File: src/rtl/and16_bist.sv
// and16_bist: walking-ones stimulus/check engine for a 16-bit AND datapath.
// Optional: define BIST_STOP_ON_FAIL_EN to end the run at the first mismatch.
module and16_bist #(
    parameter int SETTLE = 2
) (
    input  logic        clock,
    input  logic        reset,
    input  logic        start,
    output logic [15:0] a,
    output logic [15:0] b,
    input  logic [15:0] out_in,
    output logic        busy,
    output logic        done,
    output logic        pass,
    output logic [8:0]  err_count,
    output logic [3:0]  fail_i,
    output logic [3:0]  fail_j
);

    typedef enum logic [2:0] {
        IDLE,
        APPLY,
        WAIT,
        CHECK,
        FIN
    } state_t;

    localparam int CW = (SETTLE > 1) ? $clog2(SETTLE) : 1;
    localparam logic [CW-1:0] LAST = CW'(SETTLE - 1);

    state_t        state;
    logic [3:0]    i;
    logic [3:0]    j;
    logic [CW-1:0] cnt;

    logic          mism;
    logic          last;
    logic [3:0]    ni;
    logic [3:0]    nj;

    // ones in bits [n:0]
    function automatic logic [15:0] ones(input logic [3:0] n);
        return 16'hFFFF >> (4'd15 - n);
    endfunction

    // compare the registered operands, never next-state values
    assign mism = (out_in != (a & b));
    assign last = (i == 4'hF) && (j == 4'hF);
    assign nj   = j + 4'd1;
    assign ni   = (j == 4'hF) ? i + 4'd1 : i;

    // sequencer: vector walk, settle wait, check and result latching
    always_ff @(posedge clock or posedge reset) begin
        if (reset) begin
            state     <= IDLE;
            i         <= '0;
            j         <= '0;
            cnt       <= '0;
            a         <= '0;
            b         <= '0;
            busy      <= 1'b0;
            done      <= 1'b0;
            pass      <= 1'b0;
            err_count <= '0;
            fail_i    <= '0;
            fail_j    <= '0;
        end else begin
            unique case (state)
                IDLE, FIN: begin
                    if (start) begin
                        state     <= APPLY;
                        i         <= '0;
                        j         <= '0;
                        a         <= ones(4'd0);
                        b         <= ones(4'd0);
                        busy      <= 1'b1;
                        done      <= 1'b0;
                        pass      <= 1'b0;
                        err_count <= '0;
                        fail_i    <= '0;
                        fail_j    <= '0;
                    end
                end
                APPLY: begin
                    state <= WAIT;
                    cnt   <= '0;
                end
                WAIT: begin
                    if (cnt == LAST) begin
                        state <= CHECK;
                    end else begin
                        cnt <= cnt + 1'b1;
                    end
                end
                CHECK: begin
                    if (mism) begin
                        err_count <= err_count + 9'd1;
                        if (err_count == 9'd0) begin
                            fail_i <= i;
                            fail_j <= j;
                        end
                    end
`ifdef BIST_STOP_ON_FAIL_EN
                    if (last || mism) begin
`else
                    if (last) begin
`endif
                        state <= FIN;
                        busy  <= 1'b0;
                        done  <= 1'b1;
                        pass  <= (err_count == 9'd0) && !mism;
                    end else begin
                        state <= APPLY;
                        i     <= ni;
                        j     <= nj;
                        a     <= ones(ni);
                        b     <= ones(nj);
                    end
                end
                default: state <= IDLE;
            endcase
        end
    end

endmodule

File: config.mk
export PLATFORM = sky130hd
export DESIGN_NAME = and16_bist
export DESIGN_NICKNAME = d
export VERILOG_FILES = /design/src/rtl/and16_bist.sv
export SDC_FILE = /design/constraint.sdc
export NUM_CORES = 1
export LEC_CHECK = 0
export ABC_AREA = 1
export CAP_MARGIN = 15
export CORE_UTILIZATION = 35
export CTS_CLUSTER_SIZE = 30
export DETAILED_ROUTE_END_ITERATION = 6
export SLEW_MARGIN = 20
export SYNTH_ARGS = -nofsm -noshare
export SYNTH_HDL_FRONTEND = slang
export SYNTH_SLANG_ARGS = --single-unit
File: constraint.sdc
create_clock -name clock -period 2.81 [get_ports clock]
set_clock_uncertainty 0.1 [all_clocks]
set_input_delay 0.562 -clock clock [delete_from_list [all_inputs] [get_ports clock]]
set_output_delay 0.562 -clock clock [all_outputs]
set_load 0.03 [all_outputs]
# After elaboration in Yosys (flattened, before gate mapping)
# Cells that the tools add are included.
# Widths: inputs -> output; s select.
[classes] add_sub_neg=6 eq_ne=13 n_shift=2 mux=34 bitwise_logic=1 n_reduce_logical=13
[op_table] cell="$pmux 16 s2" n=2
[op_table] cell="$mux 16" n=3
[op_table] cell="$mux 4" n=8
[op_table] cell="$pmux 4 s2" n=4
[op_table] cell="$shr 16x4->16 const A" n=2
[op_table] cell="$mux 9" n=2
[op_table] cell="$pmux 9 s2" n=1
[op_table] cell="$and 16x16->16" n=1
[op_table] cell="$ne 16x16->1" n=1
[op_table] cell="$ne 2x2->1 const B" n=6
[op_table] cell="$pmux 3 s4" n=1
[op_table] cell="$add 9x1->9 const B" n=1
[op_table] cell="$logic_not 9->1" n=1
[op_table] cell="$mux 3" n=3
[op_table] cell="$reduce_and 3->1" n=3
[op_table] cell="$add 4x1->4 const B" n=2
[op_table] cell="$eq 4x4->1 const B" n=2
[op_table] cell="$pmux 1 s2" n=4
[op_table] cell="$sub 4x4->4 const A" n=2
[op_table] cell="$eq 3x2->1 const B" n=2
[op_table] cell="$mux 1" n=6
[op_table] cell="$reduce_and 4->1" n=1
[op_table] cell="$reduce_bool 2->1" n=2
[op_table] cell="$eq 3x1->1 const B" n=1
[op_table] cell="other kinds (7)" n=8
[word_totals] reg_bits=64 input_bits=19 word_cells=81

# Longest topological paths before layout
[depth] word_depth=6 mapped_depth=11 depth_no_buf=11

# Worst setup path after synthesis
# No wires, ideal clock.
[synth_timing] path_kind="register -> register" start="register err_count[0]" end="register fail_i[0]" t_arrival_ps=1499 required_ps=2592 path_slack_ps=1093 path_stages_with_launch=10 synth_period_minus_slack_ps=1717 cell_sequence="dfrtp_1 > inv_1 > ha_1 > nand2_1 > nor3_1 > inv_1 > o21ai_0 > nand3_2 > nand2_1 > nand2_1"
[synth_between] elab_chain_len=3
[synth_lines] item="start: declaration" line_no="15" text="output logic [8:0] err_count,"
[synth_lines] item="start signal: assignment" line_no="97" text="err_count <= err_count + 9'd1;"
[synth_lines] item="$logic_not 9->1" line_no="98" text="if (err_count == 9'd0) begin"
[synth_lines] item="$ne 2x2->1 (no line)"
[synth_lines] item="$reduce_and 4->1 (no line)"
[synth_lines] item="end signal: assignment" line_no="99" text="fail_i <= i;"
[synth_lines] item="end: declaration" line_no="16" text="output logic [3:0] fail_i,"
# No other way between the ends.
# A chain may end at the register's enable or synchronous reset.

# Final worst setup path
[layout_timing] start="register b[8]" end="output port b[8]"
[layout_lines] item="start: declaration" line_no="10" text="output logic [15:0] b,"
[layout_lines] item="start signal: assignment" line_no="75" text="b <= ones(4'd0);"
[layout_lines] item="start signal: assignment" line_no="117" text="b <= ones(nj);"
# No word-level cell between the ends.

==> summary.txt <==
Run status
  – Run status: completed

Power and ir drop
  – PD cells: 938 mW/mm²
  – P_leak: about 2.0 nW
  – Max VDD drop: 0.000374 V

GRT
  – Initial antenna violation count: 0
  – Vias in the first global route: approximately 2700
  – First-pass GRT wire length: 13.2 mm
  – Tot GR Track Use: 0.174
  – Largest net degree at the start of global routing: 62
  – Congestion Overflow GR: 0

Logic synthesis
  – Top-area cell type share of the netlist area: 0.479
  – Syn_nets: 434
  – Synth async-reset ratio: 1.00
  – Yosys warns: 0
  – Yosys cell types: 34
  – Count leader, synth: nand2_1
  – Synth top area cells: dfrtp_1 48%, nand2_1 18%, inv_1 4.4%
  – Sequential fraction of the synthesis area: 0.479
  – Cells after Synth: 408
  – Predominant post-synthesis flop cell: dfrtp_1
  – Post-Syn Area: 0.00319 mm²
  – Mapped Avg Cell Area: a little under 8 µm²
  – Post-synth EDFFs: 0
  – Commonest cells post-synth: 152 x nand2_1, 61 x dfrtp_1, 37 x inv_1, 25 x nand3_1, 25 x nor2_1
  – Post-synth top area cell: dfrtp_1
  – Yosys reg bits: 61

STA
  – Fin crit period: 2230 ps
  – Final TNS setup: 0 ps
  – RSZ-0062 raised after global routing: no
  – Max-slew violations: 0
  – F_max: 449 MHz
  – Worst hold margin: 373 ps
  – Relative slew slack: 0.662
  – Worst-Margin Slew: 505 ps
  – Final setup viols: 0
  – Final hold violation count: 0
  – Final period utilization: 0.793

Route
  – Drt wl/cell: 13.3 µm
  – DR vias: ~2900
  – Initial DRC count: 150
  – Final wirelength: roughly 7.9 mm
  – Detail Route Antenna Nets: 0
  – TritonRoute pass-1 iters: 4
  – Vias/cell: ~4.9
  – Post-route DRC: 0

Floorplanning
  – Core Region: 0.00876 mm²
  – Full die area: between 0.009 and 0.01 mm²
  – # rows: 34
  – Die W: a little under 100 µm
  – # IOs: 71
  – Die H: 97.4 µm
  – Initial Utilization: 0.364

Clock network
  – CTS Hold Buffers Added: 0
  – Clk sinks: 61
  – CTS Buf Count: 9
  – Skew-Pair Late Insertion Delay: about 340 ps
  – PostCTS Resize Cnt: 0
  – Max H-tree Level: 3
  – TritonCTS clock tree: built
  – Post CTS Setup Buffer Count: 0
  – Reg clk slew, reported paths: 70 ps
  – Root buffer cell: clkbuf_8
  – Max Root-Sink Buffers: 2

Worst setup path
  – WP buf/inv: 1
  – Slowest-stage cell, CP: clkdlybuf4s50_1
  – Critical-path cell list: clkdlybuf4s50_1
  – Crit. End Element: output port
  – WS Path Type: register to output port
  – Crit start category: register
  – Crit-path leading delay family: buffers and inverters
  – Critical path arrival: 1570 ps
  – Max incr delay on CP: roughly 730 ps
  – Reg-to-reg slack, setup: approximately 710 ps
  – Data required, critical path: 2150 ps
  – Crit Path Max Fanout: 7

Run
  – Max-cap violation count: 0

Finish
  – Fillers: 879
  – Area growth syn-to-layout: 30.7%
  – Utilization after layout: 0.475
  – N_diodes: 0
  – Final #Nets: 508
  – Share of cells above drive strength 1: 0.0780
  – Finished Layout Cells: 595

Placement
  – DP Cell Count: 579
  – Hpwl dp: 5.81 mm
  – Input/output buffers: 70
  – GPL Wtd Cong: 0.804

Min path
  – Hold Path Class: register to register
==> cell usage in the layout, fill, tap and decap left out, types with 9 or more instances in the layout <==
master             n
nand3b_1          11
nand4_1           13
nand3_1           25
dfrtp_1           61
nand2_1          152
nor2_1            25
inv_1             36
clkbuf_8           9
clkdlybuf4s50_1   70
o21ai_0           24
==> layer usage <==
metal / vias up / track usage / share of wire
li1: 1470 / - / -
met3: 11 / 0.0245 / 0.034
met5: - / 0 / 0
met4: 0 / 0.0747 / 0.018
met2: 72 / 0.250 / 0.43
met1: 1353 / 0.260 / 0.52
==> sequential cells by signal (all words and copies together) (netlist names) <==
name / cells
pass: 1
a: 16
j: 3
fail_i: 4
b: 15
state: 3
err_count: 9
fail_j: 4
i: 3
done: 1
cnt: 1
busy: 1
==> worst min-delay path: stages, from the launching register on <==
cell and delay [ps]:
dfrtp_1 350, nand2_1 50, nand2_1 40
==> where the power goes <==
part	total, W	internal [W]	switching, W
logic	0.00186	0.000658	0.00120
registers	0.00139	0.00112	0.000268
clock network	0.000664	0.000312	0.000352
==> worst paths after layout <==
check,start,to,cells past startpoint
setup reg to reg,j[0],a[7],8
setup / recovery,b[8],b[8],1
hold reg to reg,fail_j[3],fail_j[3],2
max in group asynchronous,reset,a[11],3
min in group asynchronous,reset,fail_j[3],3
hold / removal,fail_j[3],fail_j[3],2
==> stage by stage <==
step / instance area (µm²) / power [W] / setup slack, ps
floorplan: 3190 / 0.00258 / 635
global placement: 4000 / 0.00323 / 491
global route: 4160 / 0.00418 / 496
finish: 4160 / 0.00391 / 581
detailed placement: 4000 / 0.00325 / 433
CTS: 4160 / 0.00393 / 566
==> kinds of logic after synthesis <==
group / synth area share
compound gates: 0.0856
buf+inv: 0.0695
simple gates: 0.333
flops: 0.479
fa+ha+maj: 0.0275
xor+xnor: 0.00550
==> cell type report <==
| cell class | count | area (µm²) | share of cell area |
|---|---|---|---|
| clock inverter | 7 | 42.5 | 0.0102 |
| timing repair buffer | 75 | 751 | 0.180 |
| clock buffer | 9 | 124 | 0.0297 |
| sequential | 61 | 1530 | 0.367 |
| multi-input combinational | 296 | 1440 | 0.346 |
| tap | 108 | 135 | 0.0325 |
| inverter | 39 | 146 | 0.0352 |
Note: power is estimated with default switching activity, not from simulation.
